$ cat src/rtl/muldiv_pkg.sv
`default_nettype none
// ============================================================================
// Module      : muldiv_pkg
// Description : Op encodings, FSM states and sizing helpers for muldiv_ctrl.
// Revision    : 1.0
// ============================================================================
package muldiv_pkg;

  localparam int unsigned MD_WIDTH = 32;

  function automatic int unsigned cnt_width(input int unsigned w);
    return $clog2(w) + 1;
  endfunction

  localparam int unsigned MD_CNT_W = cnt_width(MD_WIDTH);

  localparam logic [1:0] OP_MULT  = 2'b00;
  localparam logic [1:0] OP_MULTU = 2'b01;
  localparam logic [1:0] OP_DIV   = 2'b10;
  localparam logic [1:0] OP_DIVU  = 2'b11;

  typedef enum logic [1:0] {
    ST_IDLE = 2'd0,
    ST_RUN  = 2'd1,
    ST_FIX  = 2'd2
  } state_t;

  function automatic logic op_is_div(input logic [1:0] op);
    return op[1];
  endfunction

  function automatic logic op_is_signed(input logic [1:0] op);
    return ~op[0];
  endfunction

endpackage
`default_nettype wire

$ cat src/rtl/muldiv_step.sv
`default_nettype none
// ============================================================================
// Module      : muldiv_step
// Description : One combinational iteration of shift-add multiply or
//               restoring subtract-shift divide on unsigned magnitudes.
// Revision    : 1.0
// ============================================================================
module muldiv_step #(
  parameter int WIDTH = 32
) (
  input  logic                 i_div,
  input  logic [2*WIDTH-1:0]   i_acc,
  input  logic [2*WIDTH-1:0]   i_opa,
  input  logic [WIDTH-1:0]     i_opb,
  output logic [2*WIDTH-1:0]   o_acc,
  output logic [2*WIDTH-1:0]   o_opa,
  output logic [WIDTH-1:0]     o_opb
);

  // Divide: acc holds the partial remainder, opa the divisor, opb the
  // dividend bits still to shift in (quotient bits enter at the bottom).
  logic [WIDTH:0]   w_rem_sh;
  logic [WIDTH+1:0] w_diff;
  logic             w_fits;

  assign w_rem_sh = {i_acc[WIDTH-1:0], i_opb[WIDTH-1]};
  assign w_diff   = {1'b0, w_rem_sh} - {2'b00, i_opa[WIDTH-1:0]};
  assign w_fits   = ~w_diff[WIDTH+1];

  always_comb begin
    o_acc = i_acc;
    o_opa = i_opa;
    o_opb = i_opb;
    if (i_div) begin
      o_acc = {{(WIDTH-1){1'b0}}, (w_fits ? w_diff[WIDTH:0] : w_rem_sh)};
      o_opb = {i_opb[WIDTH-2:0], w_fits};
    end else begin
      o_acc = i_acc + (i_opb[0] ? i_opa : {(2*WIDTH){1'b0}});
      o_opa = {i_opa[2*WIDTH-2:0], 1'b0};
      o_opb = {1'b0, i_opb[WIDTH-1:1]};
    end
  end

endmodule
`default_nettype wire

$ cat src/rtl/muldiv_ctrl.sv
`default_nettype none
// ============================================================================
// Module      : muldiv_ctrl
// Description : Iterative MULT/MULTU/DIV/DIVU sequencer with HI/LO and stall.
//               Optional MULDIV_EARLY_OUT_EN: multiply ends once the
//               remaining multiplier is zero.
// Revision    : 1.0
// ============================================================================
module muldiv_ctrl
  import muldiv_pkg::*;
#(
  parameter int WIDTH = 32
) (
  input  logic             clk,
  input  logic             rst_n,
  input  logic             StartE,
  input  logic [1:0]       OpE,
  input  logic [WIDTH-1:0] SrcAE,
  input  logic [WIDTH-1:0] SrcBE,
  input  logic             FlushE,
  input  logic             MfHiE,
  input  logic             MfLoE,
  output logic [WIDTH-1:0] HiLoE,
  output logic [WIDTH-1:0] Hi,
  output logic [WIDTH-1:0] Lo,
  output logic             Busy,
  output logic             StallMD
);

  localparam int               c_cnt_w    = cnt_width(WIDTH);
  localparam logic [c_cnt_w-1:0] c_cnt_last = c_cnt_w'(WIDTH - 1);

  state_t             r_state;
  state_t             w_state_nxt;
  logic [c_cnt_w-1:0] r_cnt;
  logic               r_is_div;
  logic               r_neg_res;
  logic               r_neg_rem;
  logic [2*WIDTH-1:0] r_acc;
  logic [2*WIDTH-1:0] r_opa;
  logic [WIDTH-1:0]   r_opb;
  logic [WIDTH-1:0]   r_hi;
  logic [WIDTH-1:0]   r_lo;

  logic [2*WIDTH-1:0] w_acc_nxt;
  logic [2*WIDTH-1:0] w_opa_nxt;
  logic [WIDTH-1:0]   w_opb_nxt;
  logic               w_busy;
  logic               w_stall;
  logic               w_accept;
  logic               w_sa;
  logic               w_sb;
  logic [WIDTH-1:0]   w_abs_a;
  logic [WIDTH-1:0]   w_abs_b;
  logic               w_mul_done;
  logic               w_zero_start;
  logic [2*WIDTH-1:0] w_prod;
  logic [WIDTH-1:0]   w_quo;
  logic [WIDTH-1:0]   w_rem;
  logic [WIDTH-1:0]   w_hi_res;
  logic [WIDTH-1:0]   w_lo_res;

  muldiv_step #(.WIDTH(WIDTH)) u_step (
    .i_div (r_is_div),
    .i_acc (r_acc),
    .i_opa (r_opa),
    .i_opb (r_opb),
    .o_acc (w_acc_nxt),
    .o_opa (w_opa_nxt),
    .o_opb (w_opb_nxt)
  );

  assign w_busy   = (r_state != ST_IDLE);
  assign w_stall  = w_busy & ~FlushE & (StartE | MfHiE | MfLoE);
  assign w_accept = (r_state == ST_IDLE) & StartE & ~FlushE & ~w_stall;

  assign w_sa    = op_is_signed(OpE) & SrcAE[WIDTH-1];
  assign w_sb    = op_is_signed(OpE) & SrcBE[WIDTH-1];
  assign w_abs_a = w_sa ? -SrcAE : SrcAE;
  assign w_abs_b = w_sb ? -SrcBE : SrcBE;

`ifdef MULDIV_EARLY_OUT_EN
  assign w_mul_done   = ~r_is_div & (w_opb_nxt == {WIDTH{1'b0}});
  assign w_zero_start = ~op_is_div(OpE) & (SrcBE == {WIDTH{1'b0}});
`else
  assign w_mul_done   = 1'b0;
  assign w_zero_start = 1'b0;
`endif

  // Magnitudes are computed unsigned; signs are restored only in FIX.
  assign w_prod   = r_neg_res ? -r_acc : r_acc;
  assign w_quo    = r_neg_res ? -r_opb : r_opb;
  assign w_rem    = r_neg_rem ? -r_acc[WIDTH-1:0] : r_acc[WIDTH-1:0];
  assign w_hi_res = r_is_div ? w_rem : w_prod[2*WIDTH-1:WIDTH];
  assign w_lo_res = r_is_div ? w_quo : w_prod[WIDTH-1:0];

  always_ff @(posedge clk or negedge rst_n) begin
    if (!rst_n) begin
      r_state <= ST_IDLE;
    end else begin
      r_state <= w_state_nxt;
    end
  end

  always_comb begin
    w_state_nxt = r_state;
    case (r_state)
      ST_IDLE: begin
        if (w_accept) begin
          w_state_nxt = w_zero_start ? ST_FIX : ST_RUN;
        end
      end
      ST_RUN: begin
        if ((r_cnt == c_cnt_last) || w_mul_done) begin
          w_state_nxt = ST_FIX;
        end
      end
      ST_FIX:  w_state_nxt = ST_IDLE;
      default: w_state_nxt = ST_IDLE;
    endcase
  end

  always_ff @(posedge clk or negedge rst_n) begin
    if (!rst_n) begin
      r_cnt     <= '0;
      r_is_div  <= 1'b0;
      r_neg_res <= 1'b0;
      r_neg_rem <= 1'b0;
      r_acc     <= '0;
      r_opa     <= '0;
      r_opb     <= '0;
      r_hi      <= '0;
      r_lo      <= '0;
    end else begin
      case (r_state)
        ST_IDLE: begin
          if (w_accept) begin
            r_cnt     <= '0;
            r_is_div  <= op_is_div(OpE);
            r_neg_res <= w_sa ^ w_sb;
            r_neg_rem <= w_sa;
            r_acc     <= '0;
            if (op_is_div(OpE)) begin
              r_opa <= {{WIDTH{1'b0}}, w_abs_b};
              r_opb <= w_abs_a;
            end else begin
              r_opa <= {{WIDTH{1'b0}}, w_abs_a};
              r_opb <= w_abs_b;
            end
          end
        end
        ST_RUN: begin
          r_cnt <= r_cnt + c_cnt_w'(1);
          r_acc <= w_acc_nxt;
          r_opa <= w_opa_nxt;
          r_opb <= w_opb_nxt;
        end
        ST_FIX: begin
          r_hi <= w_hi_res;
          r_lo <= w_lo_res;
        end
        default: ;
      endcase
    end
  end

  assign Hi      = r_hi;
  assign Lo      = r_lo;
  assign Busy    = w_busy;
  assign StallMD = w_stall;
  assign HiLoE   = MfHiE ? r_hi : (MfLoE ? r_lo : {WIDTH{1'b0}});

endmodule
`default_nettype wire
$ cat config.mk
export PLATFORM = sky130hd
export DESIGN_NAME = muldiv_ctrl
export DESIGN_NICKNAME = d
export VERILOG_FILES = /design/src/rtl/muldiv_pkg.sv /design/src/rtl/muldiv_step.sv /design/src/rtl/muldiv_ctrl.sv
export SDC_FILE = /design/constraint.sdc
export NUM_CORES = 1
export LEC_CHECK = 0
export CAP_MARGIN = 40
export CELL_PAD_IN_SITES_DETAIL_PLACEMENT = 0
export CELL_PAD_IN_SITES_GLOBAL_PLACEMENT = 1
export CORE_UTILIZATION = 40
export DETAILED_ROUTE_END_ITERATION = 12
export GPL_ROUTABILITY_DRIVEN = 0
export PLACE_DENSITY = 0.78
export SLEW_MARGIN = 10
export SYNTH_ARGS = -nofsm -noshare
export SYNTH_HDL_FRONTEND = slang
export SYNTH_SLANG_ARGS = --single-unit
$ cat constraint.sdc
create_clock -name clk -period 3.9 [get_ports clk]
set_input_delay 0.78 -clock clk [delete_from_list [all_inputs] [get_ports clk]]
set_output_delay 0.78 -clock clk [all_outputs]
set_load 0.02 [all_outputs]
==> metrics.csv <==
metric,value,unit
status,"complete, no violations",
grt_pass1_wl,113000,µm
setup_tns,0,ps
setup_slack,74.2,ps
hold_viol_final,0,
reg2reg_depth,12,
boundaryPins,170,
port_buffers,169,
cts_hold_buf,0,
layout_min_cycle_time,3830,ps
cp-end-kind,flop,
grt_setup_unrepaired,true,
initial_core_util,0.407,
cts_tree,done,
grt_max_degree,105,
tightest_slew,966,ps
first_global_vias,19600,
maxSlewHeadroom,0.356,
synth_area_leaders,"dfrtp_1 (29%), xnor2_1 (6.4%), o21ai_0 (6.3%)",
fin_hold_ws,254,ps
dpl.hpwl,55900,µm
path_class,flop to flop,
powerDensity,919,nW/µm²
fin_nets,2980,
ys_types,72,
grt_use_met2,0.420,
maxCapViolations,0,
ys_seq_area_frac,0.287,
cts_max_level,1,
setup_viol,0,
die_w,228,µm
dieArea,52200,µm²
max_freq,261,MHz
fillers,4880,
die_y,228,µm
syn_nets,2791,
clock-sinks,235,
ys.warnings.count,0,
final_cell_mix,"nand2_1 (325), o21ai_0 (256), dfrtp_1 (232)",
synth_edf_count,0,
maxSlewViolCount,0,
drc_errors,0,
syn_inst,2617,
ant_nets,0,
overflow,0,
use_met1,0.388,
grt_use_met3,0.0309,
drive_gt1_frac,0.0949,
fin_skew,15.2,ps
cts_root_buf,clkbuf_16,
hold_path_class,primary input to async pin,
clk_path_buf_depth,3,
cp.arrival,4260,ps
first_pass_iters,5,
finalPower,22800,µW
wl,71300,µm
clkTransAtPathRegs,60,ps
insertion_delay,580,ps
antenna_found_initial,1,
async_reset_ff_frac,1.00,
cp-start-kind,flop,
via_count,20500,
n_antenna_cell,0,
via_per_inst,5.86,
pre_cts_slack,-371,ps
wl_per_cell,20.4,µm
drtIter0Drc,1748,
cts_made_buffers,28,
yosys.area.top_type_share,0.287,
yosys.area.top_type,dfrtp_1,
crit_fanout,7,
crit_required,4330,ps
mostFrequentLayoutCell,nand2_1,
top_usage_layer,met2,
ys_seq_elements,235,
fin_crit_sh,0.981,
core_area,50400,µm²
placementRows,82,
track_usage,0.269,
area_growth,21.0,%
synth.avg_cell_area,7.84,µm²
power.leakage,0.0106,µW
syn_area,20500,µm²
vdd_drop_max,0.479,mV
synth-main-ff-cell,dfrtp_1,
[critical path, stage by stage, from the launching register on]
cell	delay, ps
dfrtp_1	370
or4_4	530
nand2b_4	180
or4_4	420
or2_4	240
or4b_4	520
or2_4	300
or4_4	420
buf_6	150
o31ai_4	170
xnor2_1	90
mux2i_1	210
o21ai_1	80
[kinds of logic after synthesis]
family | after synthesis | synth area share
AOI/OAI and AO/OA | 899 | 0.280
and+or+nand+nor | 839 | 0.194
buffers and inverters | 247 | 0.0462
xor gates and xnor gates | 243 | 0.104
DFF | 235 | 0.287
adders and majority gates | 102 | 0.0630
muxes | 52 | 0.0261
[per-stage QoR]
step	instances	cell area (µm²)	utilization
2_1_floorplan	2617	20500	-
3_3_place_gp	3446	23700	0.471
3_5_place_dp	3447	23800	0.472
4_1_cts	3494	24700	0.490
5_1_grt	3495	24800	0.493
6_report	3495	24800	0.493
[metal layers]
metal / vias up / share of wire
li1: 9871 / -
met1: 9819 / 0.48
met2: 681 / 0.44
met3: 105 / 0.059
met4: 0 / 0.028
met5: - / 0
[timing repair]
| action | in CTS | in global routing |
|---|---|---|
| buffers inserted | 0 | 1 |
| pin swaps | 0 | 5 |
| gates resized for setup | 1 | 25 |
| hold endpoints to repair | 0 | 0 |
| endpoints found under the setup margin | 1 | 29 |
[synth_stat cells (17+ instances only)]
library cell / instances
or3_1: 36
and3_1: 17
a21oi_1: 206
nand3_1: 39
dfrtp_1: 235
clkbuf_1: 157
o211ai_1: 35
o221ai_1: 17
o31ai_1: 35
and2_1: 46
mux2i_1: 49
a22o_1: 69
nor3_1: 41
ha_1: 100
a211oi_1: 66
nor2_1: 189
nor2b_1: 30
a22oi_1: 37
a21o_1: 50
nor4_1: 19
nand2b_1: 18
xor2_1: 92
a31oi_1: 33
inv_1: 67
or4_1: 21
nand4_1: 19
nand2_1: 325
xnor2_1: 151
o21ai_0: 258
[power breakdown]
part	internal (µW)	switching [µW]	leakage, µW
combinational	6340	8760	0.00727
sequential	3570	1410	0.00285
clock	1630	1080	0.000462
[final timing paths]
path                            from    endpoint  slack (ps)
min reg2reg                 r_cnt[5]  r_state[1]         500
min in group clk            r_cnt[5]  r_state[1]         500
min                            rst_n       Lo[3]         250
max                        r_acc[26]      Hi[24]          70
max reg2reg                r_acc[26]      Hi[24]          70
max in group asynchronous      rst_n   r_opa[62]        2730
[sequential cells by signal (all words and copies together), names as in the netlist]
| register | cells |
|---|---|
| r_neg_rem | 1 |
| r_opb | 32 |
| r_state | 2 |
| r_acc | 64 |
| r_opa | 64 |
| r_is_div | 1 |
| r_neg_res | 1 |
| Lo | 32 |
| r_cnt | 6 |
| Hi | 32 |
[area by class of cell]
type	instances	area, µm²	share of cell area
sequential	235	5890	0.237
clock buffer	40	816	0.0329
clock inverter	7	121	0.00489
timing repair buffer	339	3050	0.123
tap	672	841	0.0339
inverter	67	251	0.0101
multi-input combinational	2135	13800	0.558
No activity file was read; power rests on OpenSTA's default activity.
